==> config.mk <==
export PLATFORM = sky130hd
export DESIGN_NAME = sram_rr_arbiter
export DESIGN_NICKNAME = d
export VERILOG_FILES = /design/src/rtl/sram_rr_arbiter.sv
export SDC_FILE = /design/constraint.sdc
export NUM_CORES = 1
export LEC_CHECK = 0
export BUFFER_PORTS_ARGS = -buffer_cell sky130_fd_sc_hd__buf_2
export CAP_MARGIN = 30
export CELL_PAD_IN_SITES_DETAIL_PLACEMENT = 2
export CELL_PAD_IN_SITES_GLOBAL_PLACEMENT = 2
export CORE_ASPECT_RATIO = 0.75
export CORE_MARGIN = 10
export CORE_UTILIZATION = 24
export CTS_BUF_LIST = sky130_fd_sc_hd__clkbuf_8
export DETAILED_ROUTE_END_ITERATION = 16
export PLACE_DENSITY_LB_ADDON = 0.1
export SLEW_MARGIN = 20
export SYNTH_ARGS = -nofsm -noshare
export SYNTH_HDL_FRONTEND = slang
export SYNTH_SLANG_ARGS = --single-unit
==> constraint.sdc <==
create_clock -name clk -period 5.5 [get_ports clk]
set_input_delay 1.1 -clock clk [delete_from_list [all_inputs] [get_ports clk]]
set_output_delay 1.1 -clock clk [all_outputs]
set_load 0.02 [all_outputs]
==> src/rtl/sram_rr_arbiter.sv <==
// Round-robin arbiter sharing one single-port-read/single-port-write SRAM among N_REQ requesters.
// After reset it writes INIT_VALUE to every line, then grants one access per cycle.
module sram_rr_arbiter #(
  parameter int                    SIZE       = 1024,
  parameter int                    DATA_WIDTH = 8,
  parameter int                    N_REQ      = 4,
  parameter logic [DATA_WIDTH-1:0] INIT_VALUE = '0,
  localparam int                   AW         = $clog2(SIZE),
  localparam int                   IW         = $clog2(N_REQ)
) (
  input  logic                             clk,
  input  logic                             rst,
  input  logic [N_REQ-1:0]                 req_valid,
  input  logic [N_REQ-1:0]                 req_we,
  input  logic [N_REQ-1:0][AW-1:0]         req_addr,
  input  logic [N_REQ-1:0][DATA_WIDTH-1:0] req_wdata,
  output logic [N_REQ-1:0]                 req_ready,
  output logic [N_REQ-1:0]                 rsp_valid,
  output logic [DATA_WIDTH-1:0]            rsp_rdata,
  output logic                             init_done,
  output logic                             sram_wr_en,
  output logic [AW-1:0]                    sram_wr_addr,
  output logic [DATA_WIDTH-1:0]            sram_wr_data,
  output logic [AW-1:0]                    sram_rd_addr,
  input  logic [DATA_WIDTH-1:0]            sram_rd_data
);

  typedef enum logic {
    INIT,
    RUN
  } state_e;

  localparam logic [IW:0] NREQ_W = (IW+1)'(N_REQ);

  state_e                  state_q;
  logic [AW-1:0]           cnt_q;
  logic [IW-1:0]           ptr_q;
  logic [IW-1:0]           ptr_d;
  logic [N_REQ-1:0]        rsp_valid_q;
  logic [N_REQ-1:0]        rsp_valid_d;
  logic [DATA_WIDTH-1:0]   rsp_rdata_q;
  logic                    init_done_q;

  logic [IW-1:0]           winner;
  logic [IW:0]             scan;
  logic                    found;
  logic                    grant;

  // Scan ptr, ptr+1, ... (mod N_REQ); the first valid requester wins.
  always_comb begin
    found  = 1'b0;
    winner = '0;
    scan   = '0;
    for (int k = 0; k < N_REQ; k++) begin
      scan = {1'b0, ptr_q} + (IW+1)'(k);
      if (scan >= NREQ_W) begin
        scan = scan - NREQ_W;
      end
      if (!found && req_valid[scan[IW-1:0]]) begin
        found  = 1'b1;
        winner = scan[IW-1:0];
      end
    end
  end

  assign grant       = found && (state_q == RUN) && !rst;
  assign ptr_d       = (winner == IW'(N_REQ-1)) ? '0 : winner + IW'(1);
  assign rsp_valid_d = N_REQ'(1) << winner;

  // SRAM and handshake drive; everything is held at zero while rst is high.
  always_comb begin
    req_ready    = '0;
    sram_wr_en   = 1'b0;
    sram_wr_addr = '0;
    sram_wr_data = '0;
    sram_rd_addr = '0;
    if (!rst) begin
      if (state_q == INIT) begin
        sram_wr_en   = 1'b1;
        sram_wr_addr = cnt_q;
        sram_wr_data = INIT_VALUE;
      end else if (grant) begin
        req_ready[winner] = 1'b1;
        if (req_we[winner]) begin
          sram_wr_en   = 1'b1;
          sram_wr_addr = req_addr[winner];
          sram_wr_data = req_wdata[winner];
        end else begin
          sram_rd_addr = req_addr[winner];
        end
      end
    end
  end

  always_ff @(posedge clk) begin
    if (rst) begin
      state_q     <= INIT;
      cnt_q       <= '0;
      ptr_q       <= '0;
      rsp_valid_q <= '0;
      rsp_rdata_q <= '0;
      init_done_q <= 1'b0;
    end else begin
      rsp_valid_q <= '0;
      case (state_q)
        INIT: begin
          if (cnt_q == AW'(SIZE-1)) begin
            state_q     <= RUN;
            init_done_q <= 1'b1;
          end else begin
            cnt_q <= cnt_q + AW'(1);
          end
        end
        RUN: begin
          if (grant) begin
            ptr_q <= ptr_d;
            // Read data is captured from the combinational SRAM port in the grant cycle.
            if (!req_we[winner]) begin
              rsp_valid_q <= rsp_valid_d;
              rsp_rdata_q <= sram_rd_data;
            end
          end
        end
        default: state_q <= INIT;
      endcase
    end
  end

  assign rsp_valid = rsp_valid_q;
  assign rsp_rdata = rsp_rdata_q;
  assign init_done = init_done_q;

endmodule

## Word-level counts from Yosys, hierarchy flattened

Cells that the tools add are included.

- Bits in read-only memories: 0
- Output and inout port bits: 46
- Latch bits: 0
- Memory bits (writable): 0
- Word-level logic and storage cells: 97
- Input port bits: 90
- Memories: 0
- Register bits after elaboration: 26

- Add/subtract/negate cells: 9
- Shift-type cells: 1
- $lt $le $gt $ge: 10
- $mul: 0
- Divide/modulo/power cells: 0
- Reductions and logical operators: 15
- Equal/unequal tests: 2
- Muxes and demuxes: 50
- Bitwise operators: 4

Operators with widths:

| cell | number |
|---|---|
| two-way mux 10 bit | 9 |
| two-way mux 8 bit | 5 |
| binary-select mux 10 bit (select 2 bit) | 1 |
| two-way mux 2 bit | 9 |
| binary-select mux 8 bit (select 2 bit) | 1 |
| two-way mux 1 bit | 16 |
| less-than comparator 2 x 3 -> 1 bit, second input constant | 5 |
| two-way mux 4 bit | 3 |
| adder 10 x 1 -> 10 bit, second input constant | 1 |
| binary-select mux 1 bit (select 2 bit) | 5 |
| == test 10 bit, second input constant | 1 |
| greater-or-equal comparator 3 bit, second input constant | 3 |
| subtractor 2 x 1 -> 2 bit, second input constant | 4 |
| adder 2 x 2 -> 3 bit, second input constant | 2 |
| logical AND 1 bit | 6 |
| AND reduction 2 bit | 3 |
| zero test 1 bit | 4 |
| inverter 1 bit | 4 |
| OR reduction 4 bit | 1 |
| left shift 1 x 2 -> 4 bit, first input constant | 1 |
| adder 2 x 1 -> 3 bit, second input constant | 1 |
| greater-or-equal comparator 2 x 3 -> 1 bit, second input constant | 1 |
| AND reduction 3 bit | 1 |
| adder 2 x 1 -> 2 bit, second input constant | 1 |
| 3 further kinds | 3 |

## Logic depth before layout (Yosys ltp)

Gate-level depths: netlist of the first run.

- Depth after elaboration: 21
- Depth in mapped cells: 10

## Worst setup path before layout of the first run

No wires, ideal clock.

- Path kind: input port to output port
- Start: input port req_valid[0]
- End: output port sram_wr_data[0]
- Arrival: 2.831 ns
- Stages: 8
- Required time: 4.400 ns
- Buffers on the path: 3
- Slack: 1.569 ns
- Path through: and2_1 > o211a_1 > nor2_2 > buf_4 > buf_6 > buf_4 > nand2_1 > a311oi_1

- Longest elaborated chain between the ends: 18
- Elaborated cells on any way between the ends: 32

RTL lines:

| item | RTL line | RTL |
|---|---|---|
| from (decl) | 13 | `input logic [N_REQ-1:0] req_valid,` |
| binary-select mux 1 bit (select 2 bit) | 59 | `if (!found && req_valid[scan[IW-1:0]]) begin` |
| two-way mux 1 bit (not written as such) | 59 |  |
| two-way mux 1 bit | 59 |  |
| zero test 1 bit | 59 |  |
| logical AND 1 bit | 59 |  |
| two-way mux 1 bit | 59 |  |
| zero test 1 bit | 59 |  |
| logical AND 1 bit | 59 |  |
| [2 not listed] | -- |  |
| logical AND 1 bit | 59 |  |
| two-way mux 2 bit | 59 |  |
| binary-select mux 8 bit (select 2 bit) / binary-select mux 1 bit (select 2 bit) (equally long branches) | 87, 84 |  |
| two-way mux 8 bit (not written as such) / two-way mux 1 bit (equally long branches) | 87, 84 |  |
| two-way mux 8 bit | 84 | `if (req_we[winner]) begin` |
| two-way mux 8 bit * | 82 | `end else if (grant) begin` |
| two-way mux 8 bit * | 78 | `if (state_q == INIT) begin` |
| two-way mux 8 bit * | 77 | `if (!rst) begin` |
| to (decl) | 23 | `output logic [DATA_WIDTH-1:0] sram_wr_data,` |

Mark *: on every way between the ends. The rest lies on a longest branch, timed or not. The select of a mux whose other input is x is not followed.

## Final worst setup path of the first run

- Start: input port req_valid[0]
- End: output port sram_wr_addr[3]

- Longest elaborated chain between the ends: 18
- Elaborated cells on any way between the ends: 32

RTL lines:

| item | RTL line | RTL |
|---|---|---|
| binary-select mux 1 bit (select 2 bit) | 59 |  |
| two-way mux 1 bit (not written as such) | 59 |  |
| two-way mux 1 bit | 59 |  |
| zero test 1 bit | 59 |  |
| logical AND 1 bit | 59 |  |
| two-way mux 1 bit | 59 |  |
| zero test 1 bit | 59 |  |
| logical AND 1 bit | 59 |  |
| [2 not listed] | -- |  |
| logical AND 1 bit | 59 |  |
| two-way mux 2 bit | 59 |  |
| binary-select mux 10 bit (select 2 bit) / binary-select mux 1 bit (select 2 bit) (equally long branches) | 86, 84 |  |
| two-way mux 10 bit (not written as such) / two-way mux 1 bit (equally long branches) | 86, 84 |  |
| two-way mux 10 bit | 84 |  |
| two-way mux 10 bit * | 82 |  |
| two-way mux 10 bit * | 78 |  |
| two-way mux 10 bit * | 77 |  |
| to (decl) | 22 | `output logic [AW-1:0] sram_wr_addr,` |

Marked as above.

==> results of run 1 <==
[power breakdown]
| group | total, mW | internal (mW) | leakage, nW | switching (mW) |
|---|---|---|---|---|
| Clock | 0.168 | 0.0978 | 0.0357 | 0.0706 |
| Combinational | 0.114 | 0.0502 | 1.30 | 0.0640 |
| Sequential | 0.192 | 0.190 | 0.210 | 0.00232 |
[layout by cell type, fill, tap and decap left out, drive strengths merged, types with 11 or more instances in the layout]
cell,instances
nand2b,14
a21oi,15
o21ai,14
dfxtp,26
nand3,28
nand2,47
nor2,19
buf,142
mux2,18
nor3,11
[area by class of cell]
cell class	instances	share of cell area, %
clock buffers	3	1.32
well taps	128	5.14
clock inverters	1	0.963
diodes	1	0.0803
flip-flops and latches	26	16.7
multi-input cells	250	51.7
repair buffers	142	23.4
inverters	6	0.722
[worst max-delay path, stage by stage]
cell and delay [ns]:
buf_2 0.15, and2_1 0.18, o211a_1 0.41, nor2_2 0.46
buf_4 0.36, mux2_2 0.38, o221ai_1 0.23, a21oi_1 0.10
buf_2 0.17
[layer usage]
metal	GRT usage, %	wire length, µm	vias to the layer above
li1	-	-	1328
met5	0	0	-
met2	24.0	4890	83
met3	6.37	902	7
met4	1.90	76	0
met1	18.2	4710	1333
[state kept, by name, summed over array words and instances, names as in the netlist]
| name | flops |
|---|---|
| state_q | 1 |
| rsp_valid | 4 |
| init_done | 1 |
| rsp_rdata | 8 |
| ptr_q | 2 |
| cnt_q | 10 |
[worst max-delay path by stage]
stage | end | slack, ns | depth (start not counted)
after detailed placement | sram_wr_addr[3] | 0.79 | 9
after global routing | sram_wr_data[3] | 0.67 | 8
after CTS | sram_wr_addr[3] | 0.77 | 9
final | sram_wr_addr[3] | 0.84 | 9
after floorplan | sram_wr_data[0] | 1.57 | 8
after global placement | sram_wr_addr[3] | 0.83 | 9
[cell families (layout without fill, tap and decap cells)]
family	after synthesis	after routing	synth area share, %
simple gates	160	160	37.3
compound gates	56	56	17.6
buf+inv	28	152	5.97
flops	26	26	23.0
mux	21	21	10.3
xor+xnor	8	8	3.10
fa+ha+maj	5	5	2.76
other cells	0	1	0
==> impl_metrics.tcl, run 1 <==
set metrics [dict create \
    placed_area_um2 3040 \
    clk_pin_slew_ns 0.10 \
    drv_cap 0 \
    finalHoldViolCount 0 \
    cts_setup_buffers 0 \
    hold_end "init_done" \
    cts_hold_buf 0 \
    cp-startpoint "req_valid[0]" \
    whs_ns 0.482 \
    fin_total_pwr_mw 0.475 \
    rsz0062_at_grt "false" \
    antenna_found_initial 1 \
    maxSlewViolCount 0 \
    reg2regPathDepth 7 \
    final_core_util_pct 34.2 \
    post_cts_resized 0 \
    start_util_pct 24.8 \
    die-area_um2 13800 \
    core_um2 9120 \
    relSlewSlack_pct 51.9 \
    h-tree-depth 1 \
    synth_warnings 0 \
    min_path_cells 2 \
    total_leakage_power_nw 1.54 \
    place_ws_ns 0.786 \
    synth_area_leader_cell "dfxtp_1" \
    synth.top_cell.area_share_pct 23.0 \
    grt_pass1_vias 2996 \
    post_drt_wl_per_cell_um 19.0 \
    period_minus_slack_ns 4.66 \
    rows 30 \
    nNetsFinal 524 \
    hold_class "register to register" \
    hold_path.startpoint "init_done" \
    synthTopCellsByArea "dfxtp_1 (23%), nand2_1 (7.8%), nand3_1 (6.2%)" \
    portBuffers 135 \
    fin_cells 557 \
    yosysSeqAreaShare_pct 23.0 \
    r2r_slack_ns 2.95 \
    ir_drop_v 0.0000843 \
    timing.rr.start "ptr_q[1]" \
    grt_start_max_net_pins 33 \
    cts_sinks 26 \
    arrival_ns 3.56 \
    syn_nets 399 \
    clockRootBuffer "clkbuf_8" \
    synth_commonest_cells "nand2_1 (47), nand3_1 (28), dfxtp_1 (26)" \
    drc 0 \
    die_w_um 132 \
    avgSynthCellArea_um2 7.45 \
    fillCellCount 1127 \
    r2r-end "rsp_rdata[6]" \
    critPathLaunchType "primary input" \
    power_density_nw_per_um2 152 \
    fmax_mhz 215 \
    grt_use_total_pct 14.8 \
    critPathKind "primary input to output pin" \
    clock_latency_ns 0.29 \
    ys_types 45 \
    vias 2751 \
    setup_ws_ns 0.839 \
    ys_ff_latch 26 \
    yosysMostFrequentCell "nand2_1" \
    tightest_slew_ns 0.720 \
    area_growth_pct 37.8 \
    critPathMaxFanout 23 \
    cts_tree "built" \
    ios 136 \
    vias_per_cell 4.94 \
    drt_pass1_iterations 4 \
    die_h_um 104 \
    drt_iter0_drc 145 \
    grt_pass1_wl_um 16800 \
    cts_buffer_depth 2 \
    placed_cells 552 \
    fin_area_um2 3120 \
    cp_data_required_time_ns 4.40 \
    synthFlopType "dfxtp_1" \
    synthCells 304 \
    tns_ns 0 \
    dp_hpwl_um 8540 \
    multiInputGateArea_um2 1610 \
    gr-total-overflow 0 \
    synth_edf_count 0 \
    async_flop_share_pct 0 \
    ant_nets 0 \
    place_congestion 0.773 \
    drive_gt1_share_pct 39.3 \
    worst_setup_path_end_kind "output pin" \
    synthesis.area_um2 2260 \
    status "complete, no violations" \
    drt-total-wl_um 10600 \
    finalSetupViolations 0 \
    regArea_um2 520 \
    cts_buffers 3 \
    fin_crit_sh_pct 84.7 \
    final.setup_skew_ns 0.00383 \
]
(Power assumes the default switching activity.)
==> run 2, diff against run 1 <==
Settings changed: CORE_UTILIZATION 24 to 23.
Clock period 5.5 ns to 4.42 ns, I/O delays scaled along.
==> run 2 against run 1 <==
Flip-flop and latch count unchanged. Sequential share of layout area decreased by 0.15 points. First-iteration DRC count decreased by 4.8%. Largest cell class unchanged. Largest power group unchanged. Highest routed layer unchanged.
==> impl_metrics.tcl, run 2 (same netlist as run 1, synthesis figures left out) <==
set metrics [dict create \
    finalHoldViolCount 0 \
    die_h_um 106 \
    start_util_pct 23.5 \
    pwr-share-clk_pct 35.1 \
    regArea_um2 520 \
    critPathLaunchType "primary input" \
    drt-total-wl_um 10500 \
    critPathMaxFanout 20 \
    area_growth_pct 39.0 \
    fillCellCount 1201 \
    post_drt_wl_per_cell_um 18.6 \
    die-area_um2 14300 \
    place_congestion 0.782 \
    worst_setup_path_end_kind "output pin" \
    total_leakage_power_nw 1.56 \
    tightest_slew_ns 0.721 \
    multiInputGateArea_um2 1610 \
    die_w_um 135 \
    layout_commonest_cell "buf_2" \
    cts_setup_buffers 0 \
    status "complete, no violations" \
    timing.rr.start "ptr_q[1]" \
    portBuffers 135 \
    fin_total_pwr_mw 0.590 \
    rows 31 \
    drt_iter0_drc 138 \
    reg2regPathDepth 7 \
    gr-total-overflow 0 \
    grt_pass1_vias 3046 \
    nNetsFinal 527 \
    drive_gt1_share_pct 39.7 \
    drv_cap 0 \
    hold_path.startpoint "init_done" \
    cp-startpoint "req_valid[0]" \
    largest_reg_flops 10 \
    hold_class "register to register" \
    cts_tree "built" \
    rsz0062_at_grt "false" \
    tns_ns 0 \
    drc 0 \
    drt_pass1_iterations 4 \
    cts_buffer_depth 2 \
    h-tree-depth 1 \
    antenna_found_initial 0 \
    power.switching_mw 0.168 \
    ir_drop_v 0.000113 \
    cp_data_required_time_ns 3.54 \
    p_sw_share_pct 28.5 \
    cts_buffers 3 \
    regMostFlops "cnt_q" \
    p_comb_share_pct 24.3 \
    ant_nets 0 \
    grt_start_max_net_pins 33 \
    core_um2 9620 \
    min_path_cells 2 \
    arrival_ns 3.04 \
    fmax_mhz 255 \
    relSlewSlack_pct 51.8 \
    grt_use_total_pct 14.3 \
    final.setup_skew_ns 0.00663 \
    finalSetupViolations 0 \
    cts_hold_buf 0 \
    period_minus_slack_ns 3.92 \
    maxSlewViolCount 0 \
    clockRootBuffer "clkbuf_8" \
    pwr-share-seq_pct 40.6 \
    grt_pass1_wl_um 16800 \
    ios 136 \
    vias_per_cell 4.85 \
    clock_latency_ns 0.28 \
    clk_pin_slew_ns 0.09 \
    layout_common_cells "buf_2 (135), nand2_1 (47), nand3_1 (28)" \
    critPathKind "primary input to output pin" \
    post_cts_resized 0 \
    intPower_mw 0.422 \
    vias 2734 \
    fin_crit_sh_pct 88.7 \
    dp_hpwl_um 8710 \
    cts_sinks 26 \
    power_density_nw_per_um2 188 \
]
==> run 2: cell types whose count changed in the layout (fill, tap and decap cells not counted) <==
cell | before | now
buf_4 | 7 | 10
==> run 2: path summary, 6_finish.rpt <==
| kind | endpoint | slack [ns] |
|---|---|---|
| worst max-delay path | sram_wr_data[7] | 0.50 |
| worst min-delay path | init_done | 0.47 |
| worst max register to register | rsp_rdata[2] | 1.90 |
| worst min register to register | init_done | 0.47 |
==> run 2: routing by layer <==
metal  GRT usage [%]  vias to the layer above  routed length [µm]
met5               0                        -                   0
met4           0.930                        0                  17
met3            5.93                        4                 869
met2            24.1                       76                4850
met1            17.3                     1319                4740
li1                -                     1335                   -
==> run 2: power groups by stage <==
stage / Sequential [mW] / Combinational [mW] / Clock (mW)
finish: 0.240 / 0.143 / 0.207
global route: 0.240 / 0.163 / 0.224
CTS: 0.240 / 0.146 / 0.214
detailed placement: 0.245 / 0.145 / 0
global placement: 0.245 / 0.141 / 0
floorplan: 0.244 / 0.0753 / 0
==> run 2: final cells by class <==
class	instances	share of cell area, %
clock inverters	1	0.955
diodes	1	0.0796
clock buffers	3	1.31
flip-flops and latches	26	16.5
repair buffers	145	23.9
well taps	132	5.25
multi-input cells	250	51.3
inverters	6	0.716
==> run 2: metrics by stage <==
step	cell area [µm²]	worst slack [ns]	hold slack, ns	instances	util (%)
finish	3150	0.498	0.475	564	32.7
detailed placement	3070	0.465	0.460	559	31.9
CTS	3140	0.461	0.486	563	32.7
global placement	3070	0.517	0.453	559	31.9
floorplan	2260	0.921	0.502	304	-
global route	3140	0.267	0.532	563	32.7
==> run 2: worst max-delay path: stages <==
cell and delay (ns):
buf_2 0.16, and2_1 0.17, o211a_1 0.44, nor2_2 0.12, buf_4 0.20, inv_2 0.29
nand2_1 0.09, and3_1 0.19, a311oi_1 0.26, buf_2 0.23
